[config.mk]
export PLATFORM = sky130hd
export DESIGN_NAME = axil2cpu_bridge
export DESIGN_NICKNAME = d
export VERILOG_FILES = /design/src/rtl/axil2cpu_bridge.sv
export SDC_FILE = /design/constraint.sdc
export NUM_CORES = 1
export LEC_CHECK = 0
export CAP_MARGIN = 25
export CORE_MARGIN = 4
export CORE_UTILIZATION = 39
export DETAILED_ROUTE_END_ITERATION = 10
export GPL_ROUTABILITY_DRIVEN = 0
export MAX_ROUTING_LAYER = met4
export PLACE_DENSITY = 0.8
export RECOVER_POWER = 100
export SYNTH_ARGS = -nofsm -noshare
export SYNTH_HDL_FRONTEND = slang
export SYNTH_SLANG_ARGS = --single-unit
[constraint.sdc]
create_clock -name clks -period 2.1 [get_ports clks]
set_clock_uncertainty 0.05 [all_clocks]
set_input_delay 0.42 -clock clks [delete_from_list [all_inputs] [get_ports clks]]
set_output_delay 0.42 -clock clks [all_outputs]
set_load 0.05 [all_outputs]
[src/rtl/axil2cpu_bridge.sv]
// AXI4-Lite slave that serialises reads and writes onto a single-strobe CPU register bus.
// One transaction is outstanding at a time; simultaneous read/write requests alternate.
module axil2cpu_bridge #(
  parameter int CPU_ADDR_WIDTH = 12,
  parameter int CPU_DATA_WIDTH = 32,
  parameter int AXI_ADDR_WIDTH = 16,
  parameter int RD_LAT         = 2
) (
  input  logic                      clks,
  input  logic                      reset,
  input  logic                      s_axil_awvalid,
  output logic                      s_axil_awready,
  input  logic [AXI_ADDR_WIDTH-1:0] s_axil_awaddr,
  input  logic                      s_axil_wvalid,
  output logic                      s_axil_wready,
  input  logic [CPU_DATA_WIDTH-1:0] s_axil_wdata,
  input  logic [3:0]                s_axil_wstrb,
  output logic                      s_axil_bvalid,
  input  logic                      s_axil_bready,
  output logic [1:0]                s_axil_bresp,
  input  logic                      s_axil_arvalid,
  output logic                      s_axil_arready,
  input  logic [AXI_ADDR_WIDTH-1:0] s_axil_araddr,
  output logic                      s_axil_rvalid,
  input  logic                      s_axil_rready,
  output logic [CPU_DATA_WIDTH-1:0] s_axil_rdata,
  output logic [1:0]                s_axil_rresp,
  output logic                      cpu_wr,
  output logic [CPU_ADDR_WIDTH-1:0] cpu_wr_addr,
  output logic [CPU_DATA_WIDTH-1:0] cpu_data_in,
  output logic                      cpu_rd,
  input  logic [CPU_DATA_WIDTH-1:0] cpu_data_out
);

  typedef enum logic [2:0] {
    IDLE    = 3'd0,
    WR_EXEC = 3'd1,
    WR_RESP = 3'd2,
    RD_WAIT = 3'd3,
    RD_RESP = 3'd4
  } state_t;

  localparam logic [1:0] RESP_OKAY   = 2'b00;
  localparam logic [1:0] RESP_SLVERR = 2'b10;
  localparam logic [3:0] LAT_LAST    = 4'(RD_LAT - 1);

  state_t                      state_r;
  logic                        last_grant_r;
  logic [3:0]                  rd_cnt_r;
  logic [3:0]                  wstrb_r;
  logic                        cpu_wr_r;
  logic                        cpu_rd_r;
  logic [CPU_ADDR_WIDTH-1:0]   addr_r;
  logic [CPU_DATA_WIDTH-1:0]   din_r;
  logic                        bvalid_r;
  logic [1:0]                  bresp_r;
  logic                        rvalid_r;
  logic [1:0]                  rresp_r;
  logic [CPU_DATA_WIDTH-1:0]   rdata_r;

  logic                        wr_pend_s;
  logic                        rd_pend_s;
  logic                        grant_wr_s;
  logic                        grant_rd_s;
  logic                        unused_addr_bits_s;

  // Byte-lane and alias bits of the AXI addresses are deliberately ignored.
  assign unused_addr_bits_s = ^{s_axil_awaddr, s_axil_araddr};

  // IDLE arbitration: a write needs AW and W together; ties go opposite to last_grant_r.
  always_comb begin
    wr_pend_s  = s_axil_awvalid & s_axil_wvalid;
    rd_pend_s  = s_axil_arvalid;
    grant_wr_s = 1'b0;
    grant_rd_s = 1'b0;
    if ((state_r == IDLE) && !reset) begin
      grant_wr_s = wr_pend_s & (~rd_pend_s | ~last_grant_r);
      grant_rd_s = rd_pend_s & ~grant_wr_s;
    end else begin
      grant_wr_s = 1'b0;
      grant_rd_s = 1'b0;
    end
  end

  // Transaction sequencer with registered bus strobes and AXI responses.
  always_ff @(posedge clks) begin
    if (reset) begin
      state_r      <= IDLE;
      last_grant_r <= 1'b0;
      rd_cnt_r     <= 4'd0;
      wstrb_r      <= 4'd0;
      cpu_wr_r     <= 1'b0;
      cpu_rd_r     <= 1'b0;
      addr_r       <= '0;
      din_r        <= '0;
      bvalid_r     <= 1'b0;
      bresp_r      <= RESP_OKAY;
      rvalid_r     <= 1'b0;
      rresp_r      <= RESP_OKAY;
      rdata_r      <= '0;
    end else begin
      case (state_r)
        IDLE: begin
          if (grant_wr_s) begin
            addr_r       <= s_axil_awaddr[CPU_ADDR_WIDTH+1:2];
            din_r        <= s_axil_wdata;
            wstrb_r      <= s_axil_wstrb;
            cpu_wr_r     <= (s_axil_wstrb == 4'hF);
            last_grant_r <= 1'b1;
            state_r      <= WR_EXEC;
          end else if (grant_rd_s) begin
            addr_r       <= s_axil_araddr[CPU_ADDR_WIDTH+1:2];
            rd_cnt_r     <= 4'd0;
            cpu_rd_r     <= 1'b1;
            last_grant_r <= 1'b0;
            state_r      <= RD_WAIT;
          end
        end
        WR_EXEC: begin
          cpu_wr_r <= 1'b0;
          bresp_r  <= (wstrb_r == 4'hF) ? RESP_OKAY : RESP_SLVERR;
          bvalid_r <= 1'b1;
          state_r  <= WR_RESP;
        end
        WR_RESP: begin
          if (s_axil_bready) begin
            bvalid_r <= 1'b0;
            state_r  <= IDLE;
          end
        end
        RD_WAIT: begin
          cpu_rd_r <= 1'b0;
          // Sample edge is RD_LAT cycles after cpu_rd was first driven.
          if (rd_cnt_r == LAT_LAST) begin
            rdata_r  <= cpu_data_out;
            rresp_r  <= RESP_OKAY;
            rvalid_r <= 1'b1;
            state_r  <= RD_RESP;
          end else begin
            rd_cnt_r <= rd_cnt_r + 4'd1;
          end
        end
        RD_RESP: begin
          if (s_axil_rready) begin
            rvalid_r <= 1'b0;
            state_r  <= IDLE;
          end
        end
        default: begin
          cpu_wr_r <= 1'b0;
          cpu_rd_r <= 1'b0;
          bvalid_r <= 1'b0;
          rvalid_r <= 1'b0;
          state_r  <= IDLE;
        end
      endcase
    end
  end

  assign s_axil_awready = grant_wr_s;
  assign s_axil_wready  = grant_wr_s;
  assign s_axil_arready = grant_rd_s;
  assign s_axil_bvalid  = bvalid_r;
  assign s_axil_bresp   = bresp_r;
  assign s_axil_rvalid  = rvalid_r;
  assign s_axil_rdata   = rdata_r;
  assign s_axil_rresp   = rresp_r;
  assign cpu_wr         = cpu_wr_r;
  assign cpu_rd         = cpu_rd_r;
  assign cpu_wr_addr    = addr_r;
  assign cpu_data_in    = din_r;

endmodule

==> results of run 1 <==
[cell usage in the layout, fill, tap and decap left out, types with 2 or more instances in the layout]
master and count:
a211oi_1 12, nand3_1 2, nand2_1 142, clkdlybuf4s50_1 161, buf_12 3, and2_1 2, mux2i_1 12, dfxtp_1 91
o311ai_0 2, dlygate4sd3_1 17, and4_1 2, nand4_1 2, clkbuf_1 3, inv_1 4, a21oi_1 42, xnor2_1 3
conb_1 3, ha_1 2, nand3b_1 2, buf_4 11, o21ai_0 32, o21ai_1 7, nor2_1 17, clkbuf_8 11
and2_0 2, nor3_1 2, clkinvlp_4 2
[synthesized netlist by cell type (3+ instances only)]
cell type / count / area (sq um)
buf_4: 11 / 82.6
a21oi_1: 42 / 210
dfxtp_1: 93 / 1860
mux2i_1: 12 / 120
clkbuf_1: 7 / 26.3
inv_1: 4 / 15.0
buf_2: 9 / 45.0
o21ai_0: 7 / 35.0
nor2_1: 17 / 63.8
buf_6: 6 / 67.6
a211oi_1: 12 / 90.1
o21ai_1: 32 / 160
and2_1: 4 / 25.0
nand2_1: 141 / 529
xnor2_1: 3 / 26.3
[what timing repair did]
item	CTS	global route
endpoints found under the setup margin	3	3
pin swaps	0	2
buffers inserted	0	2
resized for setup	2	2
[power by group]
part	leakage [nW]	internal [W]	switching, W
Sequential	0.757	0.00183	0.0000434
Clock	0.0947	0.000611	0.000599
Combinational	1.26	0.000343	0.000426
[routing by layer]
metal | share of wire, % | vias to the layer above | GRT usage (%)
met5 | 0 | - | -
met1 | 42 | 1544 | 21.5
met3 | 8.1 | 20 | 5.92
li1 | - | 1790 | -
met2 | 47 | 139 | 32.1
met4 | 2.1 | 0 | 6.56
[registers in the layout, indices dropped and copies added (netlist names)]
| register | count |
|---|---|
| s_axil_bvalid | 1 |
| last_grant_r | 1 |
| s_axil_rdata | 32 |
| cpu_rd | 1 |
| state_r | 3 |
| s_axil_rvalid | 1 |
| wstrb_r | 4 |
| cpu_wr | 1 |
| cpu_wr_addr | 12 |
| rd_cnt_r | 4 |
| cpu_data_in | 32 |
| s_axil_bresp | 1 |
[per-stage QoR]
stage / hold WS [ns] / std cells / setup WS (ns) / total power [W] / cell area [sq um]
6_report: 0.397 / 723 / 0.0677 / 0.00386 / 5710
5_1_grt: 0.412 / 722 / 0.0176 / 0.00403 / 5700
4_1_cts: 0.401 / 720 / 0.00190 / 0.00392 / 5740
3_5_place_dp: 0.389 / 705 / 0.112 / 0.00271 / 5540
3_3_place_gp: 0.385 / 705 / 0.137 / 0.00269 / 5540
2_1_floorplan: 0.374 / 436 / 0.109 / 0.00235 / 3640
[kinds of logic after synthesis]
family	synth area share [%]
and+or+nand+nor	21.3
AOI/OAI and AO/OA	16.1
DFF	51.2
buffers and inverters	6.64
muxes	3.30
xor gates and xnor gates	0.723
adders and majority gates	0.688
other	0.103
[final cells by class]
type,count,area (sq um)
Fill cell,732,3190
Timing Repair Buffer,197,1950
Sequential cell,93,1870
Multi-Input combinational cell,305,1540
Clock buffer,12,155
Tap cell,108,135
Clock inverter,3,45.0
Inverter,4,15.0
Antenna cell,1,2.50
[path summary, 6_finish.rpt]
| check | start | to | slack, ns |
|---|---|---|---|
| worst max register to register | state_r[1]$_SDFFE_PP0P_ | last_grant_r$_SDFFE_PP0P_ | 0.26 |
| worst max-delay path | s_axil_rdata[23]$_SDFFE_PP0P_ | s_axil_rdata[23] | 0.07 |
| worst min-delay path | cpu_data_in[10]$_SDFFE_PP0P_ | cpu_data_in[10]$_SDFFE_PP0P_ | 0.40 |
| worst min register to register | cpu_data_in[10]$_SDFFE_PP0P_ | cpu_data_in[10]$_SDFFE_PP0P_ | 0.40 |
==> flow_metrics.env, run 1 <==
export IMPL_outcome="finished clean"
export IMPL_netlist_instances=434
export IMPL_drtIter0Drc=102
export IMPL_hold_class="reg -> reg"
export IMPL_fin_nets=719
export IMPL_finalCritPeriodShare_pct=96.8
export IMPL_finalWorstPathRequiredPeriod_ns=2.03
export IMPL_wl_mm=10.1
export IMPL_fin_tns_setup_ns=0
export IMPL_finalMaxSlewViolations=0
export IMPL_fp_dieArea_sq_um=10900
export IMPL_grt_total_usage_pct=19.1
export IMPL_worst_pin_slew_ns=0.602
export IMPL_die_y_um=105
export IMPL_grt_start_max_net_pins=35
export IMPL_cp_num_cells=1
export IMPL_start_util_pct=40.9
export IMPL_via_per_inst=4.83
export IMPL_yosysSeqAreaShare_pct=51.2
export IMPL_worst_r2r_cell_count=5
export IMPL_start_kind="register"
export IMPL_synth_edf_count=0
export IMPL_hold_viol=0
export IMPL_maxSlewHeadroom_pct=59.7
export IMPL_post_route_drc_count=0
export IMPL_synthArstFlopShare_pct=0
export IMPL_cts_htree_levels=3
export IMPL_hold_buffers=0
export IMPL_core_area_sq_um=8890
export IMPL_grt_overflow=0
export IMPL_firstDrtPassIters=5
export IMPL_cp_required_ns=1.63
export IMPL_cp_top_family="buffers and inverters"
export IMPL_grt_pass1_wl_mm=16.9
export IMPL_critPathKind="reg -> out"
export IMPL_slowest_stage="dlygate4sd3_1"
export IMPL_synth_seq_cells=93
export IMPL_syn_to_final_growth_pct=56.9
export IMPL_crit_path_max_incr_delay_ns=0.88
export IMPL_grt_setup_unrepaired="false"
export IMPL_cts_tree="done"
export IMPL_placement_io_buffers=182
export IMPL_wl_per_cell_um=14.0
export IMPL_final_setup_viol_count=0
export IMPL_syn_avg_cell_area_sq_um=8.38
export IMPL_path_cells="dlygate4sd3_1"
export IMPL_worstSkewPairLatency_ns=0.34
export IMPL_min_delay_path_depth=2
export IMPL_utilization_pct=64.2
export IMPL_ant_nets=0
export IMPL_max_cap_violations=0
export IMPL_powerDensity_nw_per_um2=676
export IMPL_arrival_ns=1.56
export IMPL_synth_distinct_cells=41
export IMPL_cts_root_buffer="clkbuf_8"
export IMPL_via_count=3493
export IMPL_cts_made_buffers=9
export IMPL_die_width_um=105
export IMPL_clk_path_buf_depth=2
export IMPL_rows=34
export IMPL_clkSlewWorstSetupHoldPaths_ns=0.09
export IMPL_synthFlopType="dfxtp_1"
export IMPL_irDropWorstVdd_mv=0.394
export IMPL_syn_area_sq_um=3640
export IMPL_antenna_found_initial=0
export IMPL_drive_above_1_share_pct=6.35
export IMPL_ioPinCount=194
export IMPL_grt_pass1_vias=3631
export IMPL_dp_hpwl_mm=7.74
export IMPL_yosysWarnings=0
export IMPL_cp_num_buf_inv=1
export IMPL_crit_fanout=2
export IMPL_p_leak_nw=2.11
export IMPL_fmax_mhz=492
export IMPL_clock_sinks=93
export IMPL_end_kind="output pin"
(Power assumes the default switching activity.)
==> run 2, diff against run 1 <==
--- a/config.mk
+++ b/config.mk
@@ -7,11 +7,12 @@
 export LEC_CHECK = 0
 export CAP_MARGIN = 25
 export CORE_MARGIN = 4
-export CORE_UTILIZATION = 39
+export CORE_UTILIZATION = 51
 export DETAILED_ROUTE_END_ITERATION = 10
+export DONT_BUFFER_PORTS = 1
 export GPL_ROUTABILITY_DRIVEN = 0
 export MAX_ROUTING_LAYER = met4
-export PLACE_DENSITY = 0.8
+export PLACE_DENSITY = 0.66
 export RECOVER_POWER = 100
 export SYNTH_ARGS = -nofsm -noshare
 export SYNTH_HDL_FRONTEND = slang
==> flow_metrics.env, run 2 (synthesis gave the netlist of run 1 again) <==
export IMPL_worst_slack_ns=0.0912
export IMPL_via_per_inst=5.29
export IMPL_clock_sinks=93
export IMPL_powerDensity_nw_per_um2=896
export IMPL_crit_fanout=9
export IMPL_post_route_drc_count=0
export IMPL_hold_class="in -> reg"
export IMPL_start_kind="register"
export IMPL_dpl_cell_area_sq_um=3670
export IMPL_cts_made_buffers=9
export IMPL_start_util_pct=53.0
export IMPL_place_ws_ns=0.292
export IMPL_grt_setup_unrepaired="false"
export IMPL_firstDrtPassIters=6
export IMPL_final_common_cell="nand2_1"
export IMPL_via_count=2809
export IMPL_outcome="finished clean"
export IMPL_regArea_sq_um=1870
export IMPL_diodes=0
export IMPL_fin_nets=541
export IMPL_maxSlewHeadroom_pct=58.9
export IMPL_end_kind="output pin"
export IMPL_pwr_share_seq_pct=60.5
export IMPL_cts_htree_levels=3
export IMPL_finalCritPeriodShare_pct=95.7
export IMPL_cts_root_buffer="clkbuf_8"
export IMPL_power_frac_comb_pct=6.8
export IMPL_worst_pin_slew_ns=0.614
export IMPL_reg2reg_from="state_r[1]$_SDFFE_PP0P_"
export IMPL_fp_dieArea_sq_um=8550
export IMPL_worst_r2r_cell_count=6
export IMPL_p_sw_w=0.000973
export IMPL_grt_total_usage_pct=18.4
export IMPL_cts_tree="done"
export IMPL_hold_viol=0
export IMPL_hold_path_startpoint="reset"
export IMPL_worstSkewPairLatency_ns=0.34
export IMPL_power_frac_clock_pct=32.7
export IMPL_die_y_um=92.5
export IMPL_drtIter0Drc=86
export IMPL_cp_startpoint="state_r[1]$_SDFFE_PP0P_"
export IMPL_irDropWorstVdd_mv=0.387
export IMPL_fin_tns_setup_ns=0
export IMPL_p_leak_nw=1.39
export IMPL_grt_start_max_net_pins=56
export IMPL_wl_mm=7.89
export IMPL_antenna_found_initial=0
export IMPL_finalMaxSlewViolations=0
export IMPL_clkSlewWorstSetupHoldPaths_ns=0.08
export IMPL_core_area_sq_um=6870
export IMPL_final_setup_viol_count=0
export IMPL_grt_pass1_vias=2634
export IMPL_rows=30
export IMPL_arrival_ns=1.54
export IMPL_max_cap_violations=0
export IMPL_dp_hpwl_mm=5.67
export IMPL_ioPinCount=194
export IMPL_drive_above_1_share_pct=9.20
export IMPL_fmax_mhz=498
export IMPL_fin_area_sq_um=3870
export IMPL_cp_required_ns=1.63
export IMPL_layout_common_cells="nand2_1 (142), dfxtp_1 (91), a21oi_1 (42)"
export IMPL_syn_to_final_growth_pct=6.50
export IMPL_grt_overflow=0
export IMPL_intPower_w=0.00250
export IMPL_min_delay_path_depth=1
export IMPL_die_width_um=92.5
export IMPL_placement_io_buffers=0
export IMPL_clk_path_buf_depth=2
export IMPL_p_sw_share_pct=28.0
export IMPL_wl_per_cell_um=14.9
export IMPL_ant_nets=0
export IMPL_multi_input_area_sq_um=1540
export IMPL_finalWorstPathRequiredPeriod_ns=2.01
export IMPL_grt_pass1_wl_mm=12.3
export IMPL_hold_buffers=0
export IMPL_fillers=650
export IMPL_utilization_pct=56.4
export IMPL_critPathKind="reg -> out"
-- run 2: final cells by class --
type / count / share of cell area, %
timing repair buffer: 19 / 3.78
multi-input combinational: 305 / 39.7
sequential: 93 / 48.2
clock inverter: 4 / 1.29
clock buffer: 10 / 3.55
inverter: 4 / 0.388
tap: 96 / 3.10
-- run 2: worst paths after layout --
path | endpoint | slack (ns)
min reg2reg | wstrb_r[2]$_SDFFE_PP0P_ | 0.40
max | s_axil_wready | 0.09
min | cpu_wr_addr[0]$_SDFFE_PP0P_ | 0.10
max reg2reg | last_grant_r$_SDFFE_PP0P_ | 0.26
-- run 2: layer usage --
metal / GRT usage (%) / share of wire (%)
met3: 7.15 / 11
met4: 7.92 / 2.1
met2: 29.7 / 46
met5: - / 0
met1: 20.3 / 42
-- run 2: power by group through the flow --
| stage | registers (W) | clock network [W] | logic [W] |
|---|---|---|---|
| after floorplan | 0.00213 | 0 | 0.000220 |
| after global placement | 0.00214 | 0 | 0.000227 |
| after detailed placement | 0.00214 | 0 | 0.000233 |
| after CTS | 0.00210 | 0.00120 | 0.000240 |
| after global routing | 0.00211 | 0.00127 | 0.000268 |
| final | 0.00210 | 0.00113 | 0.000236 |
-- run 2: repair_timing --
action | CTS | global route
setup endpoints to repair | 1 | 2
buffers inserted | 2 | 2
resized for setup | 1 | 3
pin swaps | 2 | 1
-- run 2: metrics by stage --
stage	total power (W)	cells	hold WS [ns]
floorplan	0.00235	436	0.374
global placement	0.00237	513	0.387
detailed placement	0.00238	513	0.392
CTS	0.00354	529	0.0714
global route	0.00365	531	0.0647
finish	0.00347	531	0.105
-- run 2: worst max-delay path, stage by stage, from the launching register on --
cell     delay [ns]
dfxtp_4        0.39
nor4_4         0.24
and3_4         0.37
buf_12         0.19
